**config.mk**
```make
export PLATFORM = sky130hd
export DESIGN_NAME = fetch_sequencer_flat
export DESIGN_NICKNAME = d
export VERILOG_FILES = /design/src/rtl/fetch_sequencer_if.sv /design/src/rtl/fetch_sequencer.sv /design/src/flat_wrapper.sv
export SDC_FILE = /design/constraint.sdc
export NUM_CORES = 1
export LEC_CHECK = 0
export CORE_AREA = 2 2 84 86
export DETAILED_ROUTE_END_ITERATION = 12
export DIE_AREA = 0 0 86 88
export PLACE_DENSITY = 0.88
export REMOVE_ABC_BUFFERS = 1
export SETUP_SLACK_MARGIN = 0.5
export SYNTH_ARGS = -nofsm -noshare
export SYNTH_HDL_FRONTEND = slang
export SYNTH_SLANG_ARGS = --single-unit
```
**constraint.sdc**
```tcl
create_clock -name clk -period 3.52 [get_ports clk]
set_input_delay 0.528 -clock clk [delete_from_list [all_inputs] [get_ports clk]]
set_output_delay 0.528 -clock clk [all_outputs]
set_load 0.03 [all_outputs]
```
**src/rtl/fetch_sequencer_if.sv**
```systemverilog
// Bus bundle between the fetch sequencer, its byte-wide instruction ROM and the instruction consumer.
// The master modport is the sequencer side; the slave modport is the ROM/consumer/control side.
interface fetch_sequencer_if #(
    parameter int ADDRESS_WIDTH = 16,
    parameter int DATA_WIDTH    = 32
);
    logic                     fetch_en;
    logic                     redirect_valid;
    logic [ADDRESS_WIDTH-1:0] redirect_pc;
    logic                     mem_en;
    logic [ADDRESS_WIDTH-1:0] mem_addr;
    logic [7:0]               mem_rdata;
    logic [DATA_WIDTH-1:0]    instr;
    logic [ADDRESS_WIDTH-1:0] instr_pc;
    logic                     instr_valid;
    logic                     instr_ready;

    modport master (
        input  fetch_en, redirect_valid, redirect_pc, mem_rdata, instr_ready,
        output mem_en, mem_addr, instr, instr_pc, instr_valid
    );

    modport slave (
        output fetch_en, redirect_valid, redirect_pc, mem_rdata, instr_ready,
        input  mem_en, mem_addr, instr, instr_pc, instr_valid
    );
endinterface

```
**src/rtl/fetch_sequencer.sv**
```systemverilog
// Assembles 32-bit little-endian instructions from a byte-wide combinational ROM, one byte per
// enabled cycle, then holds the result until the consumer accepts it or a redirect arrives.
module fetch_sequencer #(
    parameter int                       ADDRESS_WIDTH = 16,
    parameter int                       DATA_WIDTH    = 32,
    parameter logic [ADDRESS_WIDTH-1:0] RESET_PC      = '0
) (
    input  logic clk,
    input  logic rst_n,
    fetch_sequencer_if.master bus
);
    typedef enum logic [0:0] {
        FETCH = 1'b0,
        HOLD  = 1'b1
    } seqState_t;

    seqState_t                stateR,      stateNextS;
    logic [1:0]               cntR,        cntNextS;
    logic [ADDRESS_WIDTH-1:0] pcR,         pcNextS;
    logic [DATA_WIDTH-1:0]    instrR,      instrNextS;
    logic [ADDRESS_WIDTH-1:0] instrPcR,    instrPcNextS;
    logic                     instrValidR, instrValidNextS;
    logic                     memEnS;

    // rst_n gates the strobe so no ROM read is issued while reset is held
    assign memEnS       = (stateR == FETCH) && bus.fetch_en && rst_n;
    assign bus.mem_en   = memEnS;
    assign bus.mem_addr = pcR + ADDRESS_WIDTH'(cntR);

    assign bus.instr       = instrR;
    assign bus.instr_pc    = instrPcR;
    assign bus.instr_valid = instrValidR;

    // State register for the sequencer and its captured instruction
    always_ff @(posedge clk or negedge rst_n) begin
        if (!rst_n) begin
            stateR      <= FETCH;
            cntR        <= 2'd0;
            pcR         <= RESET_PC;
            instrR      <= '0;
            instrPcR    <= RESET_PC;
            instrValidR <= 1'b0;
        end else begin
            stateR      <= stateNextS;
            cntR        <= cntNextS;
            pcR         <= pcNextS;
            instrR      <= instrNextS;
            instrPcR    <= instrPcNextS;
            instrValidR <= instrValidNextS;
        end
    end

    // Next-state logic; a redirect overrides everything, including a same-cycle handshake
    always_comb begin
        stateNextS      = stateR;
        cntNextS        = cntR;
        pcNextS         = pcR;
        instrNextS      = instrR;
        instrPcNextS    = instrPcR;
        instrValidNextS = instrValidR;

        if (bus.redirect_valid) begin
            stateNextS      = FETCH;
            cntNextS        = 2'd0;
            pcNextS         = bus.redirect_pc;
            instrValidNextS = 1'b0;
        end else begin
            case (stateR)
                FETCH: begin
                    if (memEnS) begin
                        case (cntR)
                            2'd0:    instrNextS[7:0]   = bus.mem_rdata;
                            2'd1:    instrNextS[15:8]  = bus.mem_rdata;
                            2'd2:    instrNextS[23:16] = bus.mem_rdata;
                            2'd3:    instrNextS[31:24] = bus.mem_rdata;
                            default: instrNextS        = instrR;
                        endcase
                        // Counter wraps 3 -> 0, so HOLD starts with mem_addr back at pc
                        cntNextS = cntR + 2'd1;
                        if (cntR == 2'd3) begin
                            stateNextS      = HOLD;
                            instrValidNextS = 1'b1;
                            instrPcNextS    = pcR;
                        end else begin
                            stateNextS = FETCH;
                        end
                    end else begin
                        cntNextS = cntR;
                    end
                end
                HOLD: begin
                    if (instrValidR && bus.instr_ready) begin
                        stateNextS      = FETCH;
                        cntNextS        = 2'd0;
                        pcNextS         = pcR + ADDRESS_WIDTH'(3'd4);
                        instrValidNextS = 1'b0;
                    end else begin
                        stateNextS = HOLD;
                    end
                end
                default: begin
                    stateNextS      = FETCH;
                    cntNextS        = 2'd0;
                    instrValidNextS = 1'b0;
                end
            endcase
        end
    end
endmodule

```
**src/flat_wrapper.sv**
```systemverilog
// flat-port wrapper written by rule: the top's interface ports become plain ports
module fetch_sequencer_flat 
#(
    parameter int                       ADDRESS_WIDTH = 16,
    parameter int                       DATA_WIDTH    = 32,
    parameter logic [ADDRESS_WIDTH-1:0] RESET_PC      = '0
)
  (clk, rst_n, bus_fetch_en, bus_redirect_valid, bus_redirect_pc, bus_mem_rdata, bus_instr_ready, bus_mem_en, bus_mem_addr, bus_instr, bus_instr_pc, bus_instr_valid);
  fetch_sequencer_if #(.ADDRESS_WIDTH(ADDRESS_WIDTH), .DATA_WIDTH(DATA_WIDTH)) bus_i ();
  input  logic clk;
  input  logic rst_n;
  input wire logic [$bits(bus_i.fetch_en)-1:0] bus_fetch_en;
  input wire logic [$bits(bus_i.redirect_valid)-1:0] bus_redirect_valid;
  input wire logic [$bits(bus_i.redirect_pc)-1:0] bus_redirect_pc;
  input wire logic [$bits(bus_i.mem_rdata)-1:0] bus_mem_rdata;
  input wire logic [$bits(bus_i.instr_ready)-1:0] bus_instr_ready;
  output wire logic [$bits(bus_i.mem_en)-1:0] bus_mem_en;
  output wire logic [$bits(bus_i.mem_addr)-1:0] bus_mem_addr;
  output wire logic [$bits(bus_i.instr)-1:0] bus_instr;
  output wire logic [$bits(bus_i.instr_pc)-1:0] bus_instr_pc;
  output wire logic [$bits(bus_i.instr_valid)-1:0] bus_instr_valid;
  assign bus_i.fetch_en = bus_fetch_en;
  assign bus_i.redirect_valid = bus_redirect_valid;
  assign bus_i.redirect_pc = bus_redirect_pc;
  assign bus_i.mem_rdata = bus_mem_rdata;
  assign bus_i.instr_ready = bus_instr_ready;
  assign bus_mem_en = bus_i.mem_en;
  assign bus_mem_addr = bus_i.mem_addr;
  assign bus_instr = bus_i.instr;
  assign bus_instr_pc = bus_i.instr_pc;
  assign bus_instr_valid = bus_i.instr_valid;
  fetch_sequencer #(.ADDRESS_WIDTH(ADDRESS_WIDTH), .DATA_WIDTH(DATA_WIDTH), .RESET_PC(RESET_PC)) u_core (.clk(clk), .rst_n(rst_n), .bus(bus_i));
endmodule
```
==> impl_metrics.py <==
metrics = {
    "global_routing": {
        "grt_pass1_vias": 2340,
        "use_met2": 0.337,
        "track_usage": 0.202,
        "grt_pass1_wl_um": 11700,
        "overflow": 0,
        "antenna_found_initial": 0,
        "grt-busiest-layer": "met2",
        "grt_util_met3": 0.0415,
        "use_met1": 0.262,
        "grt_max_degree": 69,
    },
    "clock_network": {
        "cts_tree": "done",
        "cts_max_level": 3,
        "insertion_delay_ns": 0.34,
        "cts_buffers": 9,
        "cts_root_buffer": "clkbuf_8",
        "cts.sinks": 68,
        "cts_setup_buffers": 0,
        "cts_buffer_depth": 2,
        "path_clk_slew_ns": 0.07,
    },
    "synthesis": {
        "syn-instance-count": 262,
        "async_flop_share": 1.00,
        "ys_ff_latch": 68,
        "synthTopCellsByArea": "dfrtp_1 52%, mux2_2 11%, mux2_4 8.2%, xnor2_1 4.0%, xor2_1 2.9%",
        "synth.cell_area_um2": 3300,
        "synth.distinct_cells": 40,
        "synth-warning-count": 0,
        "synth_ff_type": "dfrtp_1",
        "synth_top_area_share": 0.516,
        "synth_top_cell_by_area": "dfrtp_1",
        "yosysSeqAreaShare": 0.516,
        "postSynthAreaPerCell_um2": 12.6,
        "yosysMostFrequentCell": "dfrtp_1",
        "synth_common_cells": "68 x dfrtp_1, 32 x mux2_2, 23 x nand2_1",
        "synth_edf_count": 0,
    },
    "timing": {
        "period_minus_slack_ns": 2.89,
        "skew_ns": 0.00782,
        "fmax_mhz": 346,
        "drv_slew": 0,
        "finalCritPeriodShare": 0.821,
        "finalHoldViolations": 0,
        "slew_headroom": 0.433,
        "rsz0062_at_grt": "no",
        "tns_ns": 0,
        "setup_viol": 0,
        "tightest_slew_ns": 0.851,
    },
    "power_and_ir_drop": {
        "cellPowerDensity_nw_per_um2": 469,
        "vdd_drop_max_uv": 182,
        "leakage_uw": 0.00204,
    },
    "critical_path": {
        "start_kind": "register",
        "worst_ep_required_time_ns": 2.99,
        "crit_fanout": 4,
        "r2r_cells": 4,
        "path_class": "register to primary output",
        "cp.arrival_ns": 2.36,
        "regToRegSetupSlack_ns": 1.71,
        "crit_path_end_kind": "primary output",
    },
    "floorplan": {
        "die-width_um": 86,
        "num_rows": 30,
        "ios": 95,
        "coreArea_um2": 6640,
        "die-height_um": 88,
        "die-area_um2": 7570,
        "start_util": 0.496,
    },
    "placed_design": {
        "postPlaceCellArea_um2": 4230,
        "dp.cells": 420,
        "gp_congestion": 0.789,
        "hpwlAfterDp_um": 5130,
        "port_buffers": 94,
    },
    "layout": {
        "diodes": 0,
        "syn2layout_area_growth_pct": 33.7,
        "nets": 388,
        "drive_gt1_frac": 0.225,
        "fin_cells": 436,
        "fin_area_um2": 4410,
    },
    "route": {
        "firstDrtPassIters": 4,
        "wl_um": 7200,
        "wl_per_cell_um": 16.5,
        "num_vias": 2299,
        "drc": 0,
        "drt_iter0_markers": 73,
        "vias_per_cell": 5.27,
        "drtAntennaViolNets": 0,
    },
    "job": {
        "drv_cap": 0,
    },
    "hold_path": {
        "hold_class": "input pin to asynchronous set/reset pin",
    },
    "run_status": {
        "outcome": "finished, final reports clean",
    },
}
-- layout make-up --
type / instances / area [um^2]
Sequential cell: 68 / 1700
Clock inverter: 6 / 40.0
Multi-Input combinational cell: 172 / 1470
Clock buffer: 10 / 138
Inverter: 4 / 15.0
Tap cell: 80 / 100
Timing Repair Buffer: 96 / 943
Fill cell: 504 / 2240
-- worst max-delay path, cell delays in order, from the launching register on --
cell and delay (ns):
dfrtp_1 0.43, ha_1 0.26, fa_1 0.52, nand2_1 0.20, nor2_1 0.07, xor2_1 0.13
dlygate4sd2_1 0.41
-- state kept, by name, indices dropped and copies added, names as in the netlist --
name,count
u_core.bus.instr_valid,1
u_core.bus.instr,32
u_core.pcR,16
u_core.bus.instr_pc,16
u_core.stateR,1
u_core.cntR,2
-- power breakdown --
group / internal (uW) / switching, uW / leakage, uW
combinational: 256 / 300 / 0.00106
clock: 273 / 300 / 0.0000920
sequential: 867 / 70.9 / 0.000885
total: 1400 / 670 / 0.00204
-- metrics by stage --
| stage | power, uW | setup slack (ns) | hold WS [ns] | util |
|---|---|---|---|---|
| floorplan | 1250 | 1.19 | 0.232 | - |
| global placement | 1500 | 0.721 | 0.487 | 0.637 |
| detailed placement | 1520 | 0.679 | 0.493 | 0.637 |
| CTS | 2080 | 0.504 | 0.442 | 0.663 |
| global route | 2160 | 0.501 | 0.496 | 0.663 |
| finish | 2070 | 0.630 | 0.405 | 0.663 |
-- cells in the final DEF (no fill, tap or decap), drive strengths merged, types with 6 or more instances in the layout --
cell / instances
xor2: 11
clkbuf: 12
dlygate4sd2: 6
mux2: 50
dfrtp: 68
nand2: 27
nor4: 7
clkdlybuf4s50: 81
nor2: 6
nor3: 9
ha: 7
xnor2: 15
o21ai: 13
-- repair_timing --
| action | CTS | global route |
|---|---|---|
| gates cloned | 0 | 0 |
| hold buffers | 0 | 0 |
| gates resized for setup | 9 | 9 |
| pin swaps | 0 | 0 |
| endpoints found under the setup margin | 12 | 6 |
-- worst paths after layout --
kind                                                  start                               end
max in group asynchronous                             rst_n         u_core.pcR[2]$_DFFE_PN0P_
hold reg to reg            u_core.bus.instr[13]$_DFFE_PN0P_  u_core.bus.instr[13]$_DFFE_PN0P_
setup / recovery                 u_core.cntR[0]$_DFFE_PN0P_                   bus_mem_addr[8]
hold / removal                                        rst_n  u_core.bus.instr[14]$_DFFE_PN0P_
min in group clk           u_core.bus.instr[13]$_DFFE_PN0P_  u_core.bus.instr[13]$_DFFE_PN0P_
setup reg to reg                    u_core.stateR$_DFF_PN0_  u_core.bus.instr[30]$_DFFE_PN0P_
-- layer usage --
layer	up-vias	wire, um
met5	-	0
met4	0	99
met3	10	461
met2	85	3490
met1	1122	3150
li1	1082	-
-- cell families after synthesis --
logic type | Yosys count | share of synthesized area
adder cells (fa/ha/maj) | 8 | 0.0326
flip-flops | 68 | 0.516
XOR/XNOR | 26 | 0.0691
buffers and inverters | 22 | 0.0399
multiplexers | 51 | 0.194
AO/OA/AOI/OAI | 20 | 0.0338
AND/OR/NAND/NOR | 67 | 0.114
Power figures use the tool's default switching activity.
